<file path="src/rtl/dsp_seq_pkg.sv">
// Shared types and constants for the DSP MAC job sequencer.
package dsp_seq_pkg;

  localparam int SHIFT_W   = 6;
  localparam int A_W_DEF   = 20;
  localparam int B_W_DEF   = 18;
  localparam int P_W_DEF   = 64;

  typedef enum logic [2:0] {
    IDLE,
    CLEAR,
    RUN,
    DRAIN,
    DONE
  } seq_state_t;

endpackage

</file>
<file path="src/rtl/dsp_mac_job_sequencer.sv">
// Drives an external accumulate-shift-round DSP slice through dot-product jobs:
// config handshake, LEN operand beats, pipeline drain, result handshake.
module dsp_mac_job_sequencer
  import dsp_seq_pkg::*;
#(
  parameter int A_W     = A_W_DEF,
  parameter int B_W     = B_W_DEF,
  parameter int P_W     = P_W_DEF,
  parameter int LEN_W   = 8,
  parameter int DSP_LAT = 2
) (
  input  logic               clk,
  input  logic               reset,
  input  logic               cfg_valid,
  output logic               cfg_ready,
  input  logic [LEN_W-1:0]   cfg_len,
  input  logic               cfg_subtract,
  input  logic [SHIFT_W-1:0] cfg_shift,
  input  logic               cfg_round,
  input  logic               in_valid,
  output logic               in_ready,
  input  logic [A_W-1:0]     in_a,
  input  logic [B_W-1:0]     in_b,
  output logic               dsp_reset,
  output logic               dsp_load_acc,
  output logic               dsp_subtract,
  output logic [SHIFT_W-1:0] dsp_shift_right,
  output logic               dsp_round,
  output logic [A_W-1:0]     dsp_a,
  output logic [B_W-1:0]     dsp_b,
  input  logic [P_W-1:0]     dsp_p,
  output logic               res_valid,
  input  logic               res_ready,
  output logic [P_W-1:0]     res_data,
  output logic               busy
);

  localparam int DRAIN_W = $clog2(DSP_LAT + 2);

  seq_state_t         state_q, state_d;
  logic [LEN_W-1:0]   cnt_q, cnt_d;
  logic [LEN_W-1:0]   cfg_len_q, cfg_len_d;
  logic [DRAIN_W-1:0] drain_q, drain_d;
  logic               cfg_ready_q, cfg_ready_d;
  logic               in_ready_q, in_ready_d;
  logic               dsp_reset_q, dsp_reset_d;
  logic               dsp_load_acc_q, dsp_load_acc_d;
  logic               dsp_subtract_q, dsp_subtract_d;
  logic [SHIFT_W-1:0] dsp_shift_q, dsp_shift_d;
  logic               dsp_round_q, dsp_round_d;
  logic [A_W-1:0]     dsp_a_q, dsp_a_d;
  logic [B_W-1:0]     dsp_b_q, dsp_b_d;
  logic               res_valid_q, res_valid_d;
  logic [P_W-1:0]     res_data_q, res_data_d;
  logic               busy_q, busy_d;

  always_comb begin
    // NOTE: every variable gets a default before the case so no path leaves it unassigned (no latches).
    state_d        = state_q;
    cnt_d          = cnt_q;
    cfg_len_d      = cfg_len_q;
    drain_d        = drain_q;
    dsp_load_acc_d = 1'b0;
    dsp_subtract_d = dsp_subtract_q;
    dsp_shift_d    = dsp_shift_q;
    dsp_round_d    = dsp_round_q;
    dsp_a_d        = '0;
    dsp_b_d        = '0;
    res_valid_d    = res_valid_q;
    res_data_d     = res_data_q;

    case (state_q)
      IDLE: begin
        if (cfg_valid && cfg_ready_q) begin
          cfg_len_d      = cfg_len;
          dsp_subtract_d = cfg_subtract;
          dsp_shift_d    = cfg_shift;
          dsp_round_d    = cfg_round;
          state_d        = CLEAR;
        end
      end
      CLEAR: begin
        cnt_d = cfg_len_q;
        if (cfg_len_q != '0) begin
          state_d = RUN;
        end else begin
          state_d = DRAIN;
          drain_d = DRAIN_W'(DSP_LAT);
        end
      end
      RUN: begin
        if (in_valid && in_ready_q) begin
          dsp_a_d        = in_a;
          dsp_b_d        = in_b;
          dsp_load_acc_d = 1'b1;
          cnt_d          = cnt_q - LEN_W'(1);
          if (cnt_q == LEN_W'(1)) begin
            state_d = DRAIN;
            drain_d = DRAIN_W'(DSP_LAT);
          end
        end
      end
      DRAIN: begin
        // Down-counts DSP_LAT..0, i.e. DSP_LAT+1 cycles, before sampling P.
        if (drain_q == '0) begin
          res_data_d  = dsp_p;
          res_valid_d = 1'b1;
          state_d     = DONE;
        end else begin
          drain_d = drain_q - DRAIN_W'(1);
        end
      end
      DONE: begin
        if (res_ready) begin
          res_valid_d = 1'b0;
          state_d     = IDLE;
        end
      end
      default: state_d = IDLE;
    endcase

    // Handshake/status outputs are registered, so derive them from the next state.
    cfg_ready_d = (state_d == IDLE);
    in_ready_d  = (state_d == RUN) && (cnt_d != '0);
    dsp_reset_d = (state_d == CLEAR);
    busy_d      = (state_d != IDLE);
  end

  always_ff @(posedge clk or negedge reset) begin
    if (!reset) begin
      state_q        <= IDLE;
      cnt_q          <= '0;
      cfg_len_q      <= '0;
      drain_q        <= '0;
      cfg_ready_q    <= 1'b1;
      in_ready_q     <= 1'b0;
      dsp_reset_q    <= 1'b1;
      dsp_load_acc_q <= 1'b0;
      dsp_subtract_q <= 1'b0;
      dsp_shift_q    <= '0;
      dsp_round_q    <= 1'b0;
      dsp_a_q        <= '0;
      dsp_b_q        <= '0;
      res_valid_q    <= 1'b0;
      res_data_q     <= '0;
      busy_q         <= 1'b0;
    end else begin
      // NOTE: non-blocking assignments so every flop samples pre-edge values.
      state_q        <= state_d;
      cnt_q          <= cnt_d;
      cfg_len_q      <= cfg_len_d;
      drain_q        <= drain_d;
      cfg_ready_q    <= cfg_ready_d;
      in_ready_q     <= in_ready_d;
      dsp_reset_q    <= dsp_reset_d;
      dsp_load_acc_q <= dsp_load_acc_d;
      dsp_subtract_q <= dsp_subtract_d;
      dsp_shift_q    <= dsp_shift_d;
      dsp_round_q    <= dsp_round_d;
      dsp_a_q        <= dsp_a_d;
      dsp_b_q        <= dsp_b_d;
      res_valid_q    <= res_valid_d;
      res_data_q     <= res_data_d;
      busy_q         <= busy_d;
    end
  end

  assign cfg_ready       = cfg_ready_q;
  assign in_ready        = in_ready_q;
  assign dsp_reset       = dsp_reset_q;
  assign dsp_load_acc    = dsp_load_acc_q;
  assign dsp_subtract    = dsp_subtract_q;
  assign dsp_shift_right = dsp_shift_q;
  assign dsp_round       = dsp_round_q;
  assign dsp_a           = dsp_a_q;
  assign dsp_b           = dsp_b_q;
  assign res_valid       = res_valid_q;
  assign res_data        = res_data_q;
  assign busy            = busy_q;

endmodule

</file>
<file path="config.mk">
export PLATFORM = sky130hd
export DESIGN_NAME = dsp_mac_job_sequencer
export DESIGN_NICKNAME = d
export VERILOG_FILES = /design/src/rtl/dsp_seq_pkg.sv /design/src/rtl/dsp_mac_job_sequencer.sv
export SDC_FILE = /design/constraint.sdc
export NUM_CORES = 1
export LEC_CHECK = 0
export CORE_MARGIN = 3
export CORE_UTILIZATION = 37
export CTS_CLUSTER_DIAMETER = 40
export DETAILED_ROUTE_END_ITERATION = 6
export PLACE_DENSITY_LB_ADDON = 0.3
export REMOVE_ABC_BUFFERS = 1
export SYNTH_ARGS = -nofsm -noshare
export SYNTH_HDL_FRONTEND = slang
export SYNTH_SLANG_ARGS = --single-unit
</file>
<file path="constraint.sdc">
create_clock -name clk -period 2.21 [get_ports clk]
set_input_delay 0.221 -clock clk [delete_from_list [all_inputs] [get_ports clk]]
set_output_delay 0.221 -clock clk [all_outputs]
set_load 0.02 [all_outputs]
</file>
==> results.md <==
- The synthesized design contains 0 enable-type register cells.
- The die outline area is 15600 sq um.
- The run finished, with violations left.
- Dividing the detail-routed wire length by the instance count gives 17.7 um.
- In the finished design, the share of the clock period the worst path needs comes to 109%.
- Averaged over all synthesized cells, the footprint is 14.4 sq um.
- Routability-driven placement finished with a final weighted congestion of 0.848.
- The clock net sink count is 137.
- After synthesis the netlist holds a flip-flop and latch count of 137.
- The worst clock skew is 0.00901 ns.
- The total track usage is 19.0%.
- The critical path startpoint category is a register.
- The global-route wire length before repair is 23.3 mm.
- VDD sags by at most 0.000562 V.
- The proportion of layout cells with a drive suffix above 1 is 24.9%.
- The analysis attributes to cell leakage a power of 0.00390 uW.
- For this run the aggregate overflow at the end of global routing stands at 0.
- The checks that failed: negative setup slack.
- Data arrives at the worst endpoint at 2.69 ns.
- In this run the worst path has a maximum fanout of 6.
- The final number of hold-violating endpoints was 0.
- Measured on the finished design, the core utilization comes to 64.6%.
- Synthesis produced 362 cells.
- The clock-pin slew on the worst setup and hold paths is 0.06 ns.
- The share of synthesized flip-flops with an asynchronous set or reset is 100%.
- The max-slew violation total from the final report came to 0.
- The time the final worst path needs with I/O delays and setup is 2.41 ns.
- The relative max-transition margin is 49.0%.
- In this run, the number of DRC markers left after iteration 0 of detailed routing was 256.
- The clock tree from TritonCTS is yes.
- The total CTS buffers is 17.
- At the worst endpoint, the required time is 2.50 ns.
- Input and output buffers added on the ports amount to 238.
- Of the synthesized area, sequential elements account for 65.8%.
- The initial core utilization is 38.6%.
- The number of different library cells used by synthesis comes to 42.
- The floorplan step set the die width to 125 um.
- For the pin with the worst max-slew slack, the measured transition is 0.755 ns.
- Detailed routing inserted a total of 3930 vias.
- For this run, the top clock speed supported by timing is 416 MHz.
- Among all flip-flop cells after synthesis, the most frequent one is sky130_fd_sc_hd__dfrtp_1.
- The repair_antennas step left the layout with diodes totalling 0.
- The wire length reported by the detailed router is 14.6 mm.
- The largest individual stage delay along the critical path comes from the cell sky130_fd_sc_hd__or4_1.
- After routing the design area is 8730 sq um.
- The critical path goes through buf_4 -> and3_4 -> buf_4 -> a32oi_2 -> o2bb2ai_2 -> or3_1 -> or4_1 -> o311a_1.
- The area after detailed placement is 8060 sq um.
- The floorplan has 42 rows.
- Summed over all nets, the half-perimeter wirelength after detailed placement is 11.1 mm.
- In this run the power density over the cells is 1380 nW/um^2.
- The number of antenna violations at the first check in global routing is 0.
- The core region area is 13500 sq um.
- At the later pin of the worst-skew pair, clock insertion delay measures 0.41 ns.
- The type of destination of the critical path is a register.
- The synthesized netlist occupies a cell area of 5220 sq um.
- The most prevalent standard cell on the critical path is sky130_fd_sc_hd__buf_4.
- For this run, the slowest stage of the critical path takes 0.40 ns.
- The family with the most delay on the worst path is simple AND/OR/NAND/NOR gates.
- The pin count of the biggest net entering global routing is 59.
- The maximum buffer depth of the clock tree is 2.
- The count of yosys warnings during synthesis is 0.
- The vertical die dimension is 125 um.
- Setup violations remaining at the end of the flow were counted as 1.
- In the routed design, unresolved DRC markers number 0.
- The class of the tightest hold or removal check is input port to async pin.
- The via count of the first global-routing pass came to 4240.
- Setup repair after global routing could not meet its margin everywhere.
- The area growth from synthesis to final layout is 67.4%.
- Timing analysis after detailed placement gives a worst setup slack of -0.438 ns.
- The cell at the root of the clock tree is sky130_fd_sc_hd__clkbuf_16.
- For this run, the post-layout net count is 764.
- The max-capacitance violation count is 0.
- Once detail routing completed, the nets flagged for antenna violations numbered 0.
- The detail-routed via count per cell is 4.76.
- The number of fillers in the final layout is 1004.
- 239 I/O pins were placed.
- The H-tree was split into 4 levels.
- The number of buffer and inverter instances along the worst setup path is 2.
- The number of iterations in the first detailed-routing pass is 4.
- The tightest hold margin is 0.361 ns.
- The worst setup path is of the register to register kind.
- Across all setup checks in the final design, the least slack found is -0.195 ns.
## cells by family (layout without fill, tap and decap cells)
family | Yosys count | in the layout | share of synthesized area, %
AO/OA/AOI/OAI | 20 | 20 | 2.76
multiplexers | 83 | 83 | 17.9
buffers and inverters | 29 | 317 | 2.47
flip-flops | 137 | 137 | 65.8
AND/OR/NAND/NOR | 90 | 90 | 10.4
adder cells (fa/ha/maj) | 3 | 3 | 0.720
## per-layer routing
metal	part of all wire [%]	GRT usage [%]
met1	41	22.9
met2	51	32.7
met3	6.5	5.06
met4	2.2	7.09
met5	0	0
## placed cells by master, fill, tap and decap left out, types with 6 or more instances in the layout
master,netlist,final
sky130_fd_sc_hd__and3_1,41,40
sky130_fd_sc_hd__buf_4,1,32
sky130_fd_sc_hd__clkbuf_16,0,17
sky130_fd_sc_hd__clkdlybuf4s50_1,0,237
sky130_fd_sc_hd__dfrtp_1,135,134
sky130_fd_sc_hd__inv_1,9,9
sky130_fd_sc_hd__mux2_2,80,80
sky130_fd_sc_hd__nand2_1,12,12
sky130_fd_sc_hd__nor2_1,6,6
## power by group
group,internal [uW],switching [uW]
combinational,2790,2450
sequential,3520,528
clock,1790,999
## cells in the mapped netlist, drive strengths merged (2+ instances only)
cell type  number  area share (%)
nand4b          2            0.34
buf             4            0.67
nand2          12            0.86
or4             4            0.58
or3             3            0.36
or3b            2            0.34
a21oi           4            0.38
nor2            7            0.55
nand3           4            0.38
inv             9            0.65
dfstp           2             1.0
dfrtp         135              65
ha              3            0.72
clkbuf         16             1.2
nand3b          2            0.29
mux2i           3            0.58
nor4            3            0.36
o21ai           2            0.19
mux2           80              17
nor3            3            0.29
o211ai          4            0.58
and3           41             4.9
## state kept, by name, indices dropped and copies added (netlist names), 2 cells and up
register	cells
dsp_shift_right	6
dsp_a	20
res_data	64
state_q	3
cnt_q	8
drain_q	2
dsp_b	18
cfg_len_q	8
## metrics by stage
| step | setup TNS, ns | instances | power [uW] |
|---|---|---|---|
| after global placement | -0.405 | 793 | 9150 |
| after detailed placement | -0.511 | 793 | 9270 |
| after global routing | -0.276 | 826 | 12700 |
| after floorplan | -87.92 | 342 | 6430 |
| final | -0.195 | 826 | 12100 |
| after CTS | -0.179 | 825 | 12100 |
## final timing paths
check	startpoint	end	slack, ns	depth (start not counted)
hold reg to reg	drain_q[0]$_DFFE_PN0P_	drain_q[0]$_DFFE_PN0P_	0.49	1
max in group asynchronous	reset	dsp_a[4]$_DFF_PN0_	1.06	3
hold / removal	reset	cfg_len_q[1]$_DFFE_PN0P_	0.36	2
setup reg to reg	state_q[1]$_DFF_PN0_	in_ready$_DFF_PN0_	-0.20	8
min in group clk	in_b[3]	dsp_b[3]$_DFF_PN0_	0.37	2
setup / recovery	state_q[1]$_DFF_PN0_	in_ready$_DFF_PN0_	-0.20	8
## worst reg2reg max path: cells and delay by family, from the launching register on
| family | cells | cell delay [ns] |
|---|---|---|
| buffers and inverters | 2 | 0.31 |
| and+or+nand+nor | 3 | 0.98 |
| DFF | 1 | 0.39 |
| AOI/OAI and AO/OA | 3 | 0.60 |
## layout make-up
type	count	area, sq um	share of cell area [%]
multi-input combinational	196	1720	19.7
tap	176	220	2.52
clock inverter	8	121	1.39
clock buffer	23	458	5.25
sequential	137	3430	39.3
inverter	9	33.8	0.387
timing repair buffer	277	2750	31.4
## what timing repair did
item                                   CTS  global route
resized for setup                        4            12
setup buffers                            0             1
endpoints found under the hold margin   55             0
hold buffers                             1             0
setup endpoints to repair                1             6
pin swaps                                1             6
Note: power is estimated with default switching activity, not from simulation.
